`src/rtl/lh_pkg.sv`:
```
// lh_pkg: framing constants, FSM states and bit-rotate helper for the lh_aes_param hash.
package lh_pkg;
    localparam logic [7:0] HEAD = 8'hFF;
    localparam logic [7:0] TAIL = 8'h00;
    localparam logic [7:0] LO_A = 8'h20;
    localparam logic [7:0] HI_A = 8'h7E;
    localparam logic [7:0] LO_B = 8'hA1;
    localparam logic [7:0] HI_B = 8'hFE;

    typedef enum logic [1:0] {IDLE, ACCEPT, ROUND, DONE} state_t;

    function automatic logic [7:0] rotl8(input logic [7:0] x, input logic [2:0] n);
        logic [15:0] d;
        d = {x, x} << n;
        return d[15:8];
    endfunction

    function automatic logic is_legal(input logic [7:0] x);
        return (x >= LO_A && x <= HI_A) || (x >= LO_B && x <= HI_B);
    endfunction
endpackage

```
`src/rtl/aes_sbox.sv`:
```
// aes_sbox: combinational AES forward S-box lookup.
module aes_sbox (
    input  logic [7:0] a,
    output logic [7:0] y
);
    localparam logic [7:0] T [256] = '{
        8'h63, 8'h7c, 8'h77, 8'h7b, 8'hf2, 8'h6b, 8'h6f, 8'hc5, 8'h30, 8'h01, 8'h67, 8'h2b, 8'hfe, 8'hd7, 8'hab, 8'h76,
        8'hca, 8'h82, 8'hc9, 8'h7d, 8'hfa, 8'h59, 8'h47, 8'hf0, 8'had, 8'hd4, 8'ha2, 8'haf, 8'h9c, 8'ha4, 8'h72, 8'hc0,
        8'hb7, 8'hfd, 8'h93, 8'h26, 8'h36, 8'h3f, 8'hf7, 8'hcc, 8'h34, 8'ha5, 8'he5, 8'hf1, 8'h71, 8'hd8, 8'h31, 8'h15,
        8'h04, 8'hc7, 8'h23, 8'hc3, 8'h18, 8'h96, 8'h05, 8'h9a, 8'h07, 8'h12, 8'h80, 8'he2, 8'heb, 8'h27, 8'hb2, 8'h75,
        8'h09, 8'h83, 8'h2c, 8'h1a, 8'h1b, 8'h6e, 8'h5a, 8'ha0, 8'h52, 8'h3b, 8'hd6, 8'hb3, 8'h29, 8'he3, 8'h2f, 8'h84,
        8'h53, 8'hd1, 8'h00, 8'hed, 8'h20, 8'hfc, 8'hb1, 8'h5b, 8'h6a, 8'hcb, 8'hbe, 8'h39, 8'h4a, 8'h4c, 8'h58, 8'hcf,
        8'hd0, 8'hef, 8'haa, 8'hfb, 8'h43, 8'h4d, 8'h33, 8'h85, 8'h45, 8'hf9, 8'h02, 8'h7f, 8'h50, 8'h3c, 8'h9f, 8'ha8,
        8'h51, 8'ha3, 8'h40, 8'h8f, 8'h92, 8'h9d, 8'h38, 8'hf5, 8'hbc, 8'hb6, 8'hda, 8'h21, 8'h10, 8'hff, 8'hf3, 8'hd2,
        8'hcd, 8'h0c, 8'h13, 8'hec, 8'h5f, 8'h97, 8'h44, 8'h17, 8'hc4, 8'ha7, 8'h7e, 8'h3d, 8'h64, 8'h5d, 8'h19, 8'h73,
        8'h60, 8'h81, 8'h4f, 8'hdc, 8'h22, 8'h2a, 8'h90, 8'h88, 8'h46, 8'hee, 8'hb8, 8'h14, 8'hde, 8'h5e, 8'h0b, 8'hdb,
        8'he0, 8'h32, 8'h3a, 8'h0a, 8'h49, 8'h06, 8'h24, 8'h5c, 8'hc2, 8'hd3, 8'hac, 8'h62, 8'h91, 8'h95, 8'he4, 8'h79,
        8'he7, 8'hc8, 8'h37, 8'h6d, 8'h8d, 8'hd5, 8'h4e, 8'ha9, 8'h6c, 8'h56, 8'hf4, 8'hea, 8'h65, 8'h7a, 8'hae, 8'h08,
        8'hba, 8'h78, 8'h25, 8'h2e, 8'h1c, 8'ha6, 8'hb4, 8'hc6, 8'he8, 8'hdd, 8'h74, 8'h1f, 8'h4b, 8'hbd, 8'h8b, 8'h8a,
        8'h70, 8'h3e, 8'hb5, 8'h66, 8'h48, 8'h03, 8'hf6, 8'h0e, 8'h61, 8'h35, 8'h57, 8'hb9, 8'h86, 8'hc1, 8'h1d, 8'h9e,
        8'he1, 8'hf8, 8'h98, 8'h11, 8'h69, 8'hd9, 8'h8e, 8'h94, 8'h9b, 8'h1e, 8'h87, 8'he9, 8'hce, 8'h55, 8'h28, 8'hdf,
        8'h8c, 8'ha1, 8'h89, 8'h0d, 8'hbf, 8'he6, 8'h42, 8'h68, 8'h41, 8'h99, 8'h2d, 8'h0f, 8'hb0, 8'h54, 8'hbb, 8'h16
    };

    assign y = T[a];
endmodule

```
`src/rtl/lh_aes_param.sv`:
```
// lh_aes_param: framed byte-stream hash; each payload byte drives ROUNDS S-box rounds over NUM_BLOCKS chaining bytes.
module lh_aes_param
    import lh_pkg::*;
#(
    parameter int NUM_BLOCKS = 8,
    parameter int ROUNDS = 32,
    parameter int MAX_LEN = 1024,
    parameter logic [7:0] IV = 8'h00
) (
    input  logic clk,
    input  logic rst_n,
    input  logic [7:0] message_byte,
    input  logic message_valid,
    output logic message_ready,
    output logic [8*NUM_BLOCKS-1:0] digest,
    output logic digest_ready,
    input  logic digest_ack,
    output logic err_invalid_message_byte,
    output logic err_overflow
);
    localparam int CW = $clog2(MAX_LEN + 1);
    localparam int RW = $clog2(ROUNDS + 1);

    state_t state;
    logic [7:0] h [NUM_BLOCKS];
    logic [7:0] nh [NUM_BLOCKS];
    logic [7:0] b;
    logic [CW-1:0] cnt;
    logic [RW-1:0] rcnt;
    logic [8*NUM_BLOCKS-1:0] packed_h;
    logic acc;

    assign acc = message_valid && message_ready;

    for (genvar j = 0; j < NUM_BLOCKS; j++) begin : g_round
        aes_sbox u_sbox (
            .a(rotl8(h[(j + 2) % NUM_BLOCKS] ^ b, 3'(j % 8))),
            .y(nh[j])
        );
    end

    always_comb begin
        packed_h = '0;
        for (int i = 0; i < NUM_BLOCKS; i++)
            packed_h[8*(NUM_BLOCKS-i)-1 -: 8] = h[i];
    end

    always_ff @(posedge clk or negedge rst_n) begin
        if (!rst_n) begin
            state <= IDLE;
            for (int i = 0; i < NUM_BLOCKS; i++)
                h[i] <= IV ^ 8'(i);
            b <= '0;
            cnt <= '0;
            rcnt <= '0;
            digest <= '0;
            digest_ready <= 1'b0;
            err_invalid_message_byte <= 1'b0;
            err_overflow <= 1'b0;
            message_ready <= 1'b0;
        end else begin
            err_invalid_message_byte <= 1'b0;
            err_overflow <= 1'b0;
            if (digest_ack)
                digest_ready <= 1'b0;
            case (state)
                IDLE, DONE: begin
                    message_ready <= 1'b1;
                    if (acc && message_byte == HEAD) begin
                        for (int i = 0; i < NUM_BLOCKS; i++)
                            h[i] <= IV ^ 8'(i);
                        cnt <= '0;
                        digest_ready <= 1'b0;
                        state <= ACCEPT;
                    end
                end
                ACCEPT: begin
                    message_ready <= 1'b1;
                    if (acc) begin
                        if (message_byte == HEAD) begin
                            for (int i = 0; i < NUM_BLOCKS; i++)
                                h[i] <= IV ^ 8'(i);
                            cnt <= '0;
                            digest_ready <= 1'b0;
                        end else if (message_byte == TAIL) begin
                            digest <= packed_h;
                            digest_ready <= 1'b1;
                            state <= DONE;
                        end else if (is_legal(message_byte) && cnt == CW'(MAX_LEN)) begin
                            err_overflow <= 1'b1;
                            state <= IDLE;
                        end else if (is_legal(message_byte)) begin
                            b <= message_byte;
                            cnt <= cnt + 1'b1;
                            message_ready <= 1'b0;
                            state <= ROUND;
                        end else begin
                            err_invalid_message_byte <= 1'b1;
                        end
                    end
                end
                ROUND: begin
                    for (int i = 0; i < NUM_BLOCKS; i++)
                        h[i] <= nh[i];
                    if (rcnt == RW'(ROUNDS - 1)) begin
                        rcnt <= '0;
                        message_ready <= 1'b1;
                        state <= ACCEPT;
                    end else begin
                        rcnt <= rcnt + 1'b1;
                    end
                end
                default: state <= IDLE;
            endcase
        end
    end
endmodule

```
`config.mk`:
```
export PLATFORM = sky130hd
export DESIGN_NAME = lh_aes_param
export DESIGN_NICKNAME = d
export VERILOG_FILES = /design/src/rtl/lh_pkg.sv /design/src/rtl/aes_sbox.sv /design/src/rtl/lh_aes_param.sv
export SDC_FILE = /design/constraint.sdc
export NUM_CORES = 2
export LEC_CHECK = 0
export BUFFER_PORTS_ARGS = -buffer_cell sky130_fd_sc_hd__buf_2
export CAP_MARGIN = 0
export CORE_ASPECT_RATIO = 1.75
export CORE_MARGIN = 8
export CORE_UTILIZATION = 40
export DETAILED_ROUTE_END_ITERATION = 8
export HOLD_SLACK_MARGIN = 0.06
export SLEW_MARGIN = 20
export SYNTH_ARGS = -nofsm -noshare
export SYNTH_HDL_FRONTEND = slang
export SYNTH_SLANG_ARGS = --single-unit
```
`constraint.sdc`:
```
create_clock -name clk -period 6.95 [get_ports clk]
set_input_delay 1.39 -clock clk [delete_from_list [all_inputs] [get_ports clk]]
set_output_delay 1.39 -clock clk [all_outputs]
set_load 0.05 [all_outputs]
```
==> results.py <==
metrics = {
    "floorplanning": {
        "initial_core_util_pct": 40.2,
        "core_area_um2": 82700,
        "die_x_um": 234,
        "num_rows": 140,
        "ioPinCount": 80,
        "dieArea_um2": 92800,
        "die_h_um": 397,
    },
    "synthesis": {
        "synth_commonest_cells": "nand2_1, nor2_1, a21oi_1",
        "syn_area_um2": 33200,
        "synthArstFlopShare_pct": 100,
        "avgSynthCellArea_um2": 6.79,
        "synth_xor_area_share_pct": 4.71,
        "yosysMostFrequentCell": "nand2_1",
        "synth.top_cell.area_share_pct": 11.1,
        "yosys.area_share.simple_pct": 23.4,
        "syn_nets": 5009,
        "synth_flop_cell": "dfrtp_1",
        "syn_inst": 4889,
        "ys_ff_latch": 159,
        "synth_edf_count": 0,
        "synth_compound_area_share_pct": 40.1,
        "synth_seq_area_share_pct": 12.0,
        "synth_top_family_by_area": "compound AO/OA/AOI/OAI gates",
        "synth_mux_area_share_pct": 7.22,
        "yosys.area_share.adder_pct": 4.07,
        "yosysTopAreaCell": "dfrtp_1",
        "yosysWarnings": 0,
        "ys_types": 87,
        "synthTopCellsByArea": "dfrtp_1, nand2_1, a21oi_1, o21ai_0, nor2_1",
    },
    "timing": {
        "fmax_ghz": 0.207,
        "layout_setup_ws_ns": 2.12,
        "hold_viol": 0,
        "rsz0062_at_grt": "false",
        "setup_viol_count_final": 0,
        "finClkSkew_ns": 0.0297,
        "post-route-period-util_pct": 69.5,
        "final.setup.tns_ns": 0,
        "min_period_ns": 4.83,
        "maxSlewHeadroom_pct": 8.28,
        "drv_slew": 0,
        "worst_slew_pin_slew_ns": 1.37,
    },
    "worst_setup_path": {
        "slowest_delay_ns": 1.05,
        "critPathCaptureType": "flip-flop",
        "critPathArrivalTime_ns": 5.24,
        "critical-path-slowest-cell": "o21ai_0",
        "cp-startpoint": "b[3]",
        "cp.required_ns": 7.35,
        "r2r-start": "b[3]",
        "reg2regPathDepth": 8,
        "critical_path.top_delay_family": "compound AO/OA/AOI/OAI gates",
        "crit_fanout": 39,
        "worstPathCellList": "xor2_4 > buf_4 > nand2_1 > a21oi_1 > o21ai_0 > o21ai_0 > a21oi_1 > o31ai_1",
        "path_buf_inv": 1,
        "crit_path_start_kind": "flip-flop",
        "crit_type": "reg2reg",
        "cp.depth": 8,
    },
    "placement": {
        "dpl_worst_slack_ns": 2.51,
        "dp_hpwl_um": 138000,
        "place.gp.congestion": 1.11,
        "portBuffers": 79,
    },
    "clock_tree": {
        "cts_hold_buf": 0,
        "cts_resized": 0,
        "cts_made_buffers": 17,
        "cts-root-buf": "clkbuf_16",
        "cts_tree": "built",
        "post-cts-setup-buffers": 0,
        "insertion_delay_ns": 0.50,
        "cts_sinks": 159,
        "cts_buffer_depth": 2,
        "clkTransAtPathRegs_ns": 0.08,
        "htreeDepth": 4,
    },
    "worst_hold_path": {
        "min_path_type": "reg2reg",
        "hp-start": "digest[46]",
        "hold_depth": 1,
    },
    "global_route": {
        "antenna_found_initial": 14,
        "grt_pass1_vias": 41900,
        "grt_pass1_wl_um": 297000,
        "grt_max_degree": 79,
        "grt_overflow_total": 0,
        "grtUsageTotal_pct": 42.4,
    },
    "final_layout": {
        "area_delta_synth_final_pct": 5.77,
        "drive_gt1_share_pct": 12.3,
        "nNetsFinal": 4704,
        "nFillCells": 8788,
    },
    "job": {
        "drv_cap": 0,
    },
    "route": {
        "wl_um": 204000,
        "drtAntennaViolNets": 0,
        "wl_per_cell_um": 35.9,
        "drt-initial-drc-count": 8870,
        "drt_pass1_iterations": 7,
        "vias_per_cell": 7.84,
        "drc": 0,
        "vias": 44500,
    },
    "outcome": {
        "outcome": "complete, no violations",
    },
}
[layer usage]
layer / GRT usage [%] / vias up / wire length (um)
met5: 0 / - / 23
met4: 37.1 / 4 / 23700
met3: 12.1 / 1313 / 21700
met2: 67.7 / 3982 / 91500
met1: 45.5 / 20900 / 66700
li1: - / 18200 / -
[area by class of cell]
type | count | area [um^2] | share of cell area, %
Antenna cell | 8 | 20.0 | 0.0570
Clock buffer | 18 | 429 | 1.22
Clock inverter | 14 | 198 | 0.563
Inverter | 60 | 225 | 0.641
Multi-Input combinational cell | 4093 | 27200 | 77.4
Sequential cell | 159 | 4000 | 11.4
Tap cell | 1065 | 1330 | 3.79
Timing Repair Buffer | 253 | 1740 | 4.95
[placed cells by master (no fill, tap or decap), types with 108 or more instances in the layout]
master,count
nand3_1,201
ha_1,108
o21ai_0,391
a31oi_1,116
nor3_1,206
a211oi_1,108
buf_4,170
o211ai_1,137
nand2_1,572
nor2_1,461
dfrtp_1,140
a21oi_1,412
[per-stage QoR]
step	hold WS [ns]	util, %	std cells	instance area [um^2]
6_report	0.500	42.5	5670	35100
4_1_cts	0.506	42.3	5658	35000
3_5_place_dp	0.487	41.6	5626	34400
5_1_grt	0.517	42.5	5664	35100
3_3_place_gp	0.483	41.6	5626	34400
2_1_floorplan	0.466	-	4889	33200
[worst register-to-register path: stages (launching register included)]
cell and delay (ns):
dfrtp_2 0.96, xor2_4 0.75, buf_4 0.54, nand2_1 0.44, a21oi_1 0.38, o21ai_0 0.13, o21ai_0 1.05, a21oi_1 0.21
o31ai_1 0.28
[kinds of logic (layout without fill, tap and decap cells)]
logic type	Yosys count	count (layout)
AO/OA/AOI/OAI	1954	1954
multiplexers	170	170
adder cells (fa/ha/maj)	108	108
flip-flops	159	159
other	0	8
XOR/XNOR	137	137
buffers and inverters	637	345
AND/OR/NAND/NOR	1724	1724
[registers in the layout, summed over array words and instances (netlist names), 2 cells and up]
signal / flops
b: 8
cnt: 11
digest: 64
h: 64
rcnt: 6
state: 2
[path summary, 6_finish.rpt]
check | slack [ns] | endpoint
max in group asynchronous | 4.78 | b[5]
hold / removal | 0.50 | digest[46]
setup reg to reg | 2.12 | h[62]
min in group asynchronous | 0.95 | h[34]
setup / recovery | 2.12 | h[62]
hold reg to reg | 0.50 | digest[46]
Power is left out: the tool's default activity adds up to more than one toggle a clock period on the data nets, which glitch-free logic cannot reach.
